--- src/rtl/mdu_iter.sv ---
// Radix-2 iterative multiply/divide unit: shift-add multiply, restoring divide,
// with a final sign-fixup step. One result bit per clock, fixed 34-cycle latency.
module mdu_iter #(
    parameter int WIDTH = 32,
    parameter int CNT_W = 6
) (
    input  logic             clk,
    input  logic             reset,
    input  logic             start,
    input  logic             op_mul,
    input  logic             op_div,
    input  logic             sign,
    input  logic [WIDTH-1:0] a,
    input  logic [WIDTH-1:0] b,
    output logic             busy,
    output logic             done,
    output logic             div_zero,
    output logic [WIDTH-1:0] hi_out,
    output logic [WIDTH-1:0] lo_out
);

    typedef enum logic [2:0] {
        IDLE    = 3'd0,
        MUL_RUN = 3'd1,
        DIV_RUN = 3'd2,
        FIXUP   = 3'd3,
        DONE    = 3'd4
    } state_t;

    localparam logic [WIDTH-1:0]   ONE_W  = WIDTH'(1);
    localparam logic [2*WIDTH-1:0] ONE_2W = (2*WIDTH)'(1);
    localparam logic [CNT_W-1:0]   LAST   = CNT_W'(WIDTH - 1);

    state_t               state_reg, state_next;
    logic [CNT_W-1:0]     cnt_reg;
    logic [2*WIDTH-1:0]   acc_reg;      // mul: {partial sum, multiplier}; div: {remainder, quotient}
    logic [WIDTH-1:0]     opnd_reg;     // mul: |multiplicand|; div: |divisor|
    logic [WIDTH-1:0]     a_orig_reg;
    logic                 neg_res_reg;
    logic                 neg_rem_reg;
    logic                 is_div_reg;
    logic                 b_zero_reg;

    logic                 accept;
    logic                 a_neg, b_neg;
    logic [WIDTH-1:0]     a_mag, b_mag;

    assign accept = start && (op_mul ^ op_div);
    assign a_neg  = sign & a[WIDTH-1];
    assign b_neg  = sign & b[WIDTH-1];
    assign a_mag  = a_neg ? (~a + ONE_W) : a;
    assign b_mag  = b_neg ? (~b + ONE_W) : b;

    // Shift-add step: add multiplicand when multiplier LSB is set, then shift right.
    logic [WIDTH:0]       mul_sum;
    logic [2*WIDTH-1:0]   mul_acc_next;
    assign mul_sum      = {1'b0, acc_reg[2*WIDTH-1:WIDTH]} + (acc_reg[0] ? {1'b0, opnd_reg} : '0);
    assign mul_acc_next = {mul_sum, acc_reg[WIDTH-1:1]};

    // Restoring step: the shifted remainder needs one extra bit before the trial subtract.
    logic [WIDTH:0]       div_hi;
    logic [WIDTH+1:0]     div_diff;
    logic                 div_ok;
    logic [2*WIDTH-1:0]   div_acc_next;
    assign div_hi       = acc_reg[2*WIDTH-1:WIDTH-1];
    assign div_diff     = {1'b0, div_hi} - {2'b00, opnd_reg};
    assign div_ok       = ~div_diff[WIDTH+1];
    assign div_acc_next = {(div_ok ? div_diff[WIDTH-1:0] : div_hi[WIDTH-1:0]),
                           acc_reg[WIDTH-2:0], div_ok};

    logic [2*WIDTH-1:0]   prod_fix;
    logic [WIDTH-1:0]     quot_fix, rem_fix;
    assign prod_fix = neg_res_reg ? (~acc_reg + ONE_2W) : acc_reg;
    assign quot_fix = neg_res_reg ? (~acc_reg[WIDTH-1:0] + ONE_W) : acc_reg[WIDTH-1:0];
    assign rem_fix  = neg_rem_reg ? (~acc_reg[2*WIDTH-1:WIDTH] + ONE_W) : acc_reg[2*WIDTH-1:WIDTH];

    always_comb begin
        state_next = state_reg;
        busy       = 1'b0;
        done       = 1'b0;
        case (state_reg)
            IDLE: begin
                if (accept)
                    state_next = op_mul ? MUL_RUN : DIV_RUN;
            end
            MUL_RUN, DIV_RUN: begin
                busy = 1'b1;
                if (cnt_reg == LAST)
                    state_next = FIXUP;
            end
            FIXUP: begin
                busy       = 1'b1;
                state_next = DONE;
            end
            DONE: begin
                done       = 1'b1;
                state_next = IDLE;
            end
            default: state_next = IDLE;
        endcase
    end

    always_ff @(posedge clk) begin
        if (reset) begin
            state_reg   <= IDLE;
            cnt_reg     <= '0;
            acc_reg     <= '0;
            opnd_reg    <= '0;
            a_orig_reg  <= '0;
            neg_res_reg <= 1'b0;
            neg_rem_reg <= 1'b0;
            is_div_reg  <= 1'b0;
            b_zero_reg  <= 1'b0;
            div_zero    <= 1'b0;
            hi_out      <= '0;
            lo_out      <= '0;
        end else begin
            state_reg <= state_next;
            case (state_reg)
                IDLE: begin
                    if (accept) begin
                        cnt_reg     <= '0;
                        acc_reg     <= {{WIDTH{1'b0}}, (op_mul ? b_mag : a_mag)};
                        opnd_reg    <= op_mul ? a_mag : b_mag;
                        a_orig_reg  <= a;
                        neg_res_reg <= a_neg ^ b_neg;
                        neg_rem_reg <= a_neg;
                        is_div_reg  <= op_div;
                        b_zero_reg  <= (b == '0);
                    end
                end
                MUL_RUN: begin
                    acc_reg <= mul_acc_next;
                    cnt_reg <= cnt_reg + 1'b1;
                end
                DIV_RUN: begin
                    acc_reg <= div_acc_next;
                    cnt_reg <= cnt_reg + 1'b1;
                end
                FIXUP: begin
                    if (!is_div_reg) begin
                        hi_out   <= prod_fix[2*WIDTH-1:WIDTH];
                        lo_out   <= prod_fix[WIDTH-1:0];
                        div_zero <= 1'b0;
                    end else if (b_zero_reg) begin
                        hi_out   <= a_orig_reg;
                        lo_out   <= '1;
                        div_zero <= 1'b1;
                    end else begin
                        hi_out   <= rem_fix;
                        lo_out   <= quot_fix;
                        div_zero <= 1'b0;
                    end
                end
                default: ;
            endcase
        end
    end

endmodule
--- config.mk ---
export PLATFORM = sky130hd
export DESIGN_NAME = mdu_iter
export DESIGN_NICKNAME = d
export VERILOG_FILES = /design/src/rtl/mdu_iter.sv
export SDC_FILE = /design/constraint.sdc
export NUM_CORES = 1
export LEC_CHECK = 0
export BUFFER_PORTS_ARGS = -buffer_cell sky130_fd_sc_hd__buf_2
export CORE_AREA = 3 3 137 239
export DETAILED_ROUTE_END_ITERATION = 16
export DIE_AREA = 0 0 140 242
export GPL_ROUTABILITY_DRIVEN = 0
export PLACE_DENSITY = 0.75
export REMOVE_ABC_BUFFERS = 1
export SETUP_SLACK_MARGIN = 0.5
export SYNTH_ARGS = -nofsm -noshare
export SYNTH_HDL_FRONTEND = slang
export SYNTH_SLANG_ARGS = --single-unit
--- constraint.sdc ---
create_clock -name clk -period 6 [get_ports clk]
set_input_delay 0.9 -clock clk [delete_from_list [all_inputs] [get_ports clk]]
set_output_delay 0.9 -clock clk [all_outputs]
set_load 0.01 [all_outputs]
==> run_results.csv, run 1 <==
group,metric,value,unit
die,std_cell_rows,85,
clocking,cts_inserted_buffers,20,
clocking,cts_hold_repair.buffers,0,
timing,report.final.setup_viol,0,
die,die_area,33880,um2
setup_path,crit_path_end_kind,"flip-flop",
place,io_buffer_count,136,
clocking,cts_setup_buffers,0,
clocking,ctsRootBufferMaster,"sky130_fd_sc_hd__clkbuf_16",
finish,num_antenna_cells,0,
synthesis,yosys-top-cells-area,"sky130_fd_sc_hd__dfxtp_1 26%, sky130_fd_sc_hd__a21oi_1 7.0%, sky130_fd_sc_hd__nand2_1 5.9%",
power_and_ir_drop,power.share.sequential,0.235,
timing,grt_setup_unrepaired,"no",
timing,max_clock_freq,253.9,MHz
power_and_ir_drop,sw_frac_of_total,0.4952,
place,detailed_placer_s_ending_hpwl,39.67,mm
setup_path,start_kind,"flip-flop",
finish,largest_register_ffs,64,
timing,number_of_slew_limit_violations_in_the_final_report,0,
clocking,cts_tree,"built",
synthesis,synthDistinctLibCells,73,
global_route,grt_pass1_vias,16040,
power_and_ir_drop,power.combinational.fraction,0.610,
timing,hold_viol_final,0,
route,remaining_drc_errors,0,
finish,finalNetCount,2303,
die,dieHeight,242,um
global_route,grt_max_degree,87,
power_and_ir_drop,power.clock.fraction,0.155,
synthesis,syn_inst,2131,
timing,final.setup_skew,19.48,ps
setup_path,crit_fanout,27,
power_and_ir_drop,power.ir.vdd_worst,0.0004264,V
synthesis,count_of_flip_flops_with_a_built_in_enable_after_synthesis,0,
place,pre_cts_slack,2124,ps
synthesis,syn-cell-area,15760,um2
power_and_ir_drop,static-leakage-power,7.037,nW
global_route,grt_remaining_overflow,0,
clocking,post_cts_resize_count,0,
clocking,worst_skew_pair.late_latency,530,ps
hold_path,worst_min_delay_path_category,"reg2reg",
die,die_w,140,um
global_route,grt_first_pass_wirelength,85.06,mm
clocking,h-tree-depth,1,
synthesis,synthFlopType,"sky130_fd_sc_hd__dfxtp_1",
setup_path,crit_required,6410,ps
timing,max-slew-margin-rel,0.1417,
setup_path,cp_data_arrival_time,4350,ps
finish,utilization,0.5600,
timing,setup_tns,0,ps
power_and_ir_drop,internal-power,4.516,mW
finish,final_cell_count_no_fill,2567,
power_and_ir_drop,power_density,517.9,nW/um2
synthesis,synth.ff_latch_count,206,
route,route.antenna.remaining_nets,0,
clocking,clkTransAtPathRegs,70,ps
route,detail_route.wirelength,54.43,mm
timing,postLayoutSetupSlackWorst,2061,ps
route,post_dr_wirelength_cell,21.20,um
timing,post_layout_min_period,3939,ps
flow_run,max_cap_viols,0,
route,via_count_of_the_routed_design,16666,
power_and_ir_drop,netSwitchingPower,4.429,mW
synthesis,postSynth.asyncResetShare,0,
global_route,antenna_found_initial,0,
outcome,run_status,"finished clean",
route,avgViaCountPerCell,6.492,
global_route,gr-usage-all-layers,0.3044,
route,drt_pass1_iterations,8,
die,boundaryPins,137,
clocking,clock-sinks,206,
synthesis,synth_area_leader_cell,"sky130_fd_sc_hd__dfxtp_1",
finish,area.growth.synth_to_final,9.624,%
die,design.core.area,30840,um2
die,floorplan.initialDensity,0.5109,
timing,tightest_slew,1276,ps
synthesis,yosys.area.top_type_share,0.2617,
synthesis,ys_warn_count,0,
route,drt_iter0_drc,1506,
timing,final_min_period_over_clock_period,0.6564,
finish,final_layout_size_suffix_gt1_frac,0.1052,
setup_path,worst-setup-path-type,"reg2reg",
clocking,clockBufferDepth,3,
synthesis,synth_sequential_area_ratio,0.2617,
synthesis,synth_area_per_cell,7.394,um2
place,dpl.cell_count,2531,
-- worst max-delay path: stages, from the launching register on --
cell and delay [ps]:
sky130_fd_sc_hd__dfxtp_1 640, sky130_fd_sc_hd__ha_1 360, sky130_fd_sc_hd__nand2_1 120, sky130_fd_sc_hd__or4_1 600, sky130_fd_sc_hd__o31ai_1 720, sky130_fd_sc_hd__a211o_1 300, sky130_fd_sc_hd__a21o_1 130, sky130_fd_sc_hd__buf_4 410
sky130_fd_sc_hd__mux2_2 390, sky130_fd_sc_hd__o22ai_1 120
-- power by group through the flow --
stage          Sequential (mW)  Clock (mW)  Combinational, mW
2_1_floorplan             1.99           0               3.87
3_3_place_gp              2.10           0               5.17
3_5_place_dp              2.11           0               5.26
4_1_cts                   2.08        1.40               5.30
5_1_grt                   2.14        1.45               5.87
6_report                  2.10        1.38               5.46
-- Yosys cell counts (all sizes together), types with 30 or more instances --
cell,n
a21o,43
nand2,249
xor2,96
nor3,33
o21ai,173
clkbuf,138
o22ai,35
inv,68
a21oi,221
o211ai,33
xnor2,106
nand3,30
ha,69
mux2i,48
dfxtp,206
nor2,174
-- cell usage in the layout (no fill, tap or decap), types with 32 or more instances in the layout --
cell type                  instances
sky130_fd_sc_hd__nand2_1         249
sky130_fd_sc_hd__a21oi_1         220
sky130_fd_sc_hd__dfxtp_1         205
sky130_fd_sc_hd__nor2_1          174
sky130_fd_sc_hd__o21ai_0         168
sky130_fd_sc_hd__buf_2           135
sky130_fd_sc_hd__xnor2_1         106
sky130_fd_sc_hd__xor2_1           96
sky130_fd_sc_hd__ha_1             69
sky130_fd_sc_hd__inv_1            67
sky130_fd_sc_hd__mux2i_1          48
sky130_fd_sc_hd__a21o_1           43
sky130_fd_sc_hd__o22ai_1          35
sky130_fd_sc_hd__o211ai_1         33
sky130_fd_sc_hd__nor3_1           32
-- area by class of cell --
cell class / instances / area (um2)
clock buffer: 25 / 560.5
clock inverter: 11 / 137.6
fill: 2869 / 13570
inverter: 69 / 259.0
multi-input combinational: 1699 / 10790
sequential: 206 / 4125
tap: 391 / 489.2
timing repair buffer: 166 / 908.4
-- worst paths after layout --
path / to / slack, ps / from / depth (start not counted)
hold reg to reg: hi_out[21] / 450 / hi_out[21] / 2
setup reg to reg: acc_reg[32] / 2060 / acc_reg[49] / 9
setup / recovery: acc_reg[32] / 2060 / acc_reg[49] / 9
hold / removal: hi_out[21] / 450 / hi_out[21] / 2
-- cell families (layout without fill, tap and decap cells) --
logic type,Yosys count,count (layout),synth area share
fa+ha+maj,71,71,0.05733
mux,49,49,0.03121
buf+inv,226,271,0.05519
simple gates,650,650,0.1903
flops,206,206,0.2617
xor+xnor,202,202,0.1123
compound gates,727,727,0.2920
-- per-layer routing --
metal	track usage	routed length, um	up-vias
met4	0.2293	4607	0
met2	0.5169	26210	903
met1	0.3417	19580	7737
met5	0	0	-
li1	-	-	7764
met3	0.04108	4025	262
-- through the flow --
stage	hold WS [ps]	area, um2	total power, mW
6_report	447.3	17270	8.945
5_1_grt	468.5	17270	9.462
4_1_cts	447.8	17270	8.777
3_5_place_dp	437.9	16570	7.371
3_3_place_gp	430.9	16570	7.274
2_1_floorplan	425.8	15150	5.856
Note: power is estimated with default switching activity, not from simulation.
==> inputs of run 2 (changes only) <==
PLACE_DENSITY = 0.78   (was 0.75)
clock period = 3.3 ns   (was 6 ns; I/O delays follow)
==> run_results.csv, run 2 (same netlist as run 1, synthesis figures left out) <==
group,metric,value,unit
outcome,run_status,"complete, but fails checks",
outcome,violations,"negative setup slack",
timing,hold_viol_final,0,
power_and_ir_drop,power.clock.fraction,0.116,
power_and_ir_drop,internal-power,11.38,mW
finish,largest_register_ffs,64,
timing,number_of_slew_limit_violations_in_the_final_report,0,
flow_run,max_cap_viols,0,
setup_path,crit_fanout,5,
timing,tightest_slew,1314,ps
power_and_ir_drop,power.share.sequential,0.165,
setup_path,start_kind,"flip-flop",
timing,max_clock_freq,294.5,MHz
setup_path,slowest_delay,540,ps
finish,mostFrequentLayoutCell,"sky130_fd_sc_hd__nand2_1",
route,detail_route.wirelength,67.45,mm
setup_path,path_cells,"or4_4 > or4_4 > or3_4 > or2_4 > or2_4 > buf_8 > o41ai_4 > xor2_1 > o221ai_1",
setup_path,rrSetupSlack,-100,ps
hold_path,hold_start,"a[26]",
clocking,worst_skew_pair.late_latency,530,ps
setup_path,rr_worst_depth,9,
route,avgViaCountPerCell,6.905,
die,std_cell_rows,85,
clocking,h-tree-depth,1,
hold_path,hold_path_depth,3,
timing,max-slew-margin-rel,0.1241,
finish,finalNetCount,2473,
route,remaining_drc_errors,0,
power_and_ir_drop,netSwitchingPower,11.08,mW
power_and_ir_drop,power.ir.vdd_worst,0.0008873,V
timing,report.final.setup_viol,2,
finish,final_cell_count_no_fill,2737,
global_route,antenna_found_initial,2,
route,route.antenna.remaining_nets,0,
power_and_ir_drop,power_density,1108,nW/um2
place,dpl.cell_count,2631,
setup_path,r2r_end,"hi_out[11]",
route,drt_pass1_iterations,11,
die,dieHeight,242,um
setup_path,worst_path_dominant_cell_family,"simple AND/OR/NAND/NOR gates",
global_route,grt_remaining_overflow,0,
hold_path,worst_min_delay_path_category,"in2reg",
timing,final.setup_skew,12.95,ps
setup_path,worst-setup-path-type,"reg2reg",
timing,postLayoutSetupSlackWorst,-96.00,ps
timing,grt_setup_unrepaired,"yes",
place,detailed_placer_s_ending_hpwl,41.87,mm
clocking,cts_inserted_buffers,20,
setup_path,crit_path_end_kind,"flip-flop",
clocking,cts_tree,"built",
power_and_ir_drop,power.combinational.fraction,0.719,
timing,final_min_period_over_clock_period,1.029,
clocking,clockBufferDepth,3,
die,design.core.area,30840,um2
global_route,grt_max_degree,88,
route,post_dr_wirelength_cell,24.64,um
timing,post_layout_min_period,3396,ps
finish,final.fill_count,2298,
power_and_ir_drop,sw_frac_of_total,0.4933,
die,floorplan.initialDensity,0.5109,
finish,utilization,0.6570,
finish,layout.cells.most_common_list,"247 x sky130_fd_sc_hd__nand2_1, 201 x sky130_fd_sc_hd__a21oi_1, 190 x sky130_fd_sc_hd__dfxtp_1",
setup_path,critPathBufInv,1,
global_route,grt_first_pass_wirelength,96.69,mm
clocking,clock-sinks,206,
finish,area.growth.synth_to_final,28.60,%
power_and_ir_drop,static-leakage-power,8.251,nW
finish,multi_input_area,12100,um2
global_route,grt_pass1_vias,18047,
hold_path,min_delay_worst_endpoint,"a_orig_reg[26]",
die,boundaryPins,137,
die,die_area,33880,um2
setup_path,crit_required,3610,ps
global_route,gr-usage-all-layers,0.3494,
setup_path,cp_data_arrival_time,3700,ps
finish,final_layout_size_suffix_gt1_frac,0.2503,
setup_path,crit_path_top_delay_cell,"sky130_fd_sc_hd__or4_4",
clocking,cts_hold_repair.buffers,0,
die,die_w,140,um
place,io_buffer_count,136,
route,drt_iter0_drc,2409,
setup_path,reg2reg_from,"acc_reg[16]",
clocking,ctsRootBufferMaster,"sky130_fd_sc_hd__clkbuf_16",
route,via_count_of_the_routed_design,18899,
clocking,clkTransAtPathRegs,70,ps
finish,area_occupied_by_registers,4154,um2
[run 2: changes by cell type in the layout (fill, tap and decap cells not counted), moves of 11 or more]
cell / change
sky130_fd_sc_hd__buf_4: +130
sky130_fd_sc_hd__o21ai_0: -43
sky130_fd_sc_hd__buf_6: +23
sky130_fd_sc_hd__ha_1: -21
sky130_fd_sc_hd__o21ai_1: +20
sky130_fd_sc_hd__a21oi_1: -19
sky130_fd_sc_hd__ha_4: +17
sky130_fd_sc_hd__nor2_1: -16
sky130_fd_sc_hd__o21ai_2: +16
sky130_fd_sc_hd__dfxtp_1: -15
sky130_fd_sc_hd__a21oi_2: +13
sky130_fd_sc_hd__dfxtp_2: +11
sky130_fd_sc_hd__o31ai_1: -11
[run 2: area by class of cell]
cell class                 instances  area share
clock buffer                      25     0.02717
inverter                          69     0.01340
clock inverter                    10    0.008089
multi-input combinational       1699      0.5972
sequential                       206      0.2050
tap                              391     0.02414
antenna                            1   0.0001235
timing repair buffer             336      0.1249
[run 2: worst max-delay path by stage]
stage | to | start | slack, ps | cells after the start
global route | acc_reg[49] | acc_reg[44] | -120 | 13
floorplan | acc_reg[63] | state_reg[0] | -1030 | 6
CTS | hi_out[9] | acc_reg[16] | 180 | 10
global placement | acc_reg[60] | acc_reg[31] | 30 | 14
finish | hi_out[11] | acc_reg[16] | -100 | 9
detailed placement | acc_reg[60] | acc_reg[31] | -30 | 14
[run 2: metrics by stage]
step / worst slack, ps / area [um2] / setup TNS, ps / power (mW) / hold WS [ps]
global route: -123.7 / 20260 / -280.8 / 23.16 / 259.4
global placement: 32.62 / 17400 / 0 / 14.27 / 441.3
CTS: 184.6 / 19480 / 0 / 19.65 / 234.2
finish: -96.00 / 20260 / -148.5 / 22.46 / 240.3
detailed placement: -27.35 / 17400 / -27.35 / 14.55 / 446.2
floorplan: -1026 / 15150 / -58340 / 10.65 / 425.8
[run 2: worst reg2reg max path: stages, from the launching register on]
cell and delay, ps:
sky130_fd_sc_hd__dfxtp_2 320, sky130_fd_sc_hd__or4_4 540, sky130_fd_sc_hd__or4_4 430, sky130_fd_sc_hd__or3_4 360, sky130_fd_sc_hd__or2_4 260, sky130_fd_sc_hd__or2_4 300, sky130_fd_sc_hd__buf_8 180, sky130_fd_sc_hd__o41ai_4 250
sky130_fd_sc_hd__xor2_1 290, sky130_fd_sc_hd__o221ai_1 260
[run 2: timing repair]
item,4_1_cts,5_1_grt
pin swaps,97,88
setup endpoints to repair,67,67
hold endpoints to repair,0,0
cloned,7,0
gates resized for setup,213,129
buffers inserted,38,25
[run 2: power groups by stage]
| stage | Clock (mW) | Sequential (mW) | Combinational, mW |
|---|---|---|---|
| floorplan | 0 | 3.62 | 7.03 |
| global placement | 0 | 3.61 | 10.7 |
| detailed placement | 0 | 3.63 | 10.9 |
| CTS | 2.59 | 3.61 | 13.4 |
| global route | 2.69 | 3.73 | 16.7 |
| finish | 2.62 | 3.70 | 16.1 |
[run 2: per-layer routing]
metal,track usage,vias up,part of all wire
met5,0,-,0.00018
met4,0.2710,2,0.10
met3,0.06202,574,0.11
met2,0.6035,1575,0.47
met1,0.3709,8641,0.32
li1,-,8107,-
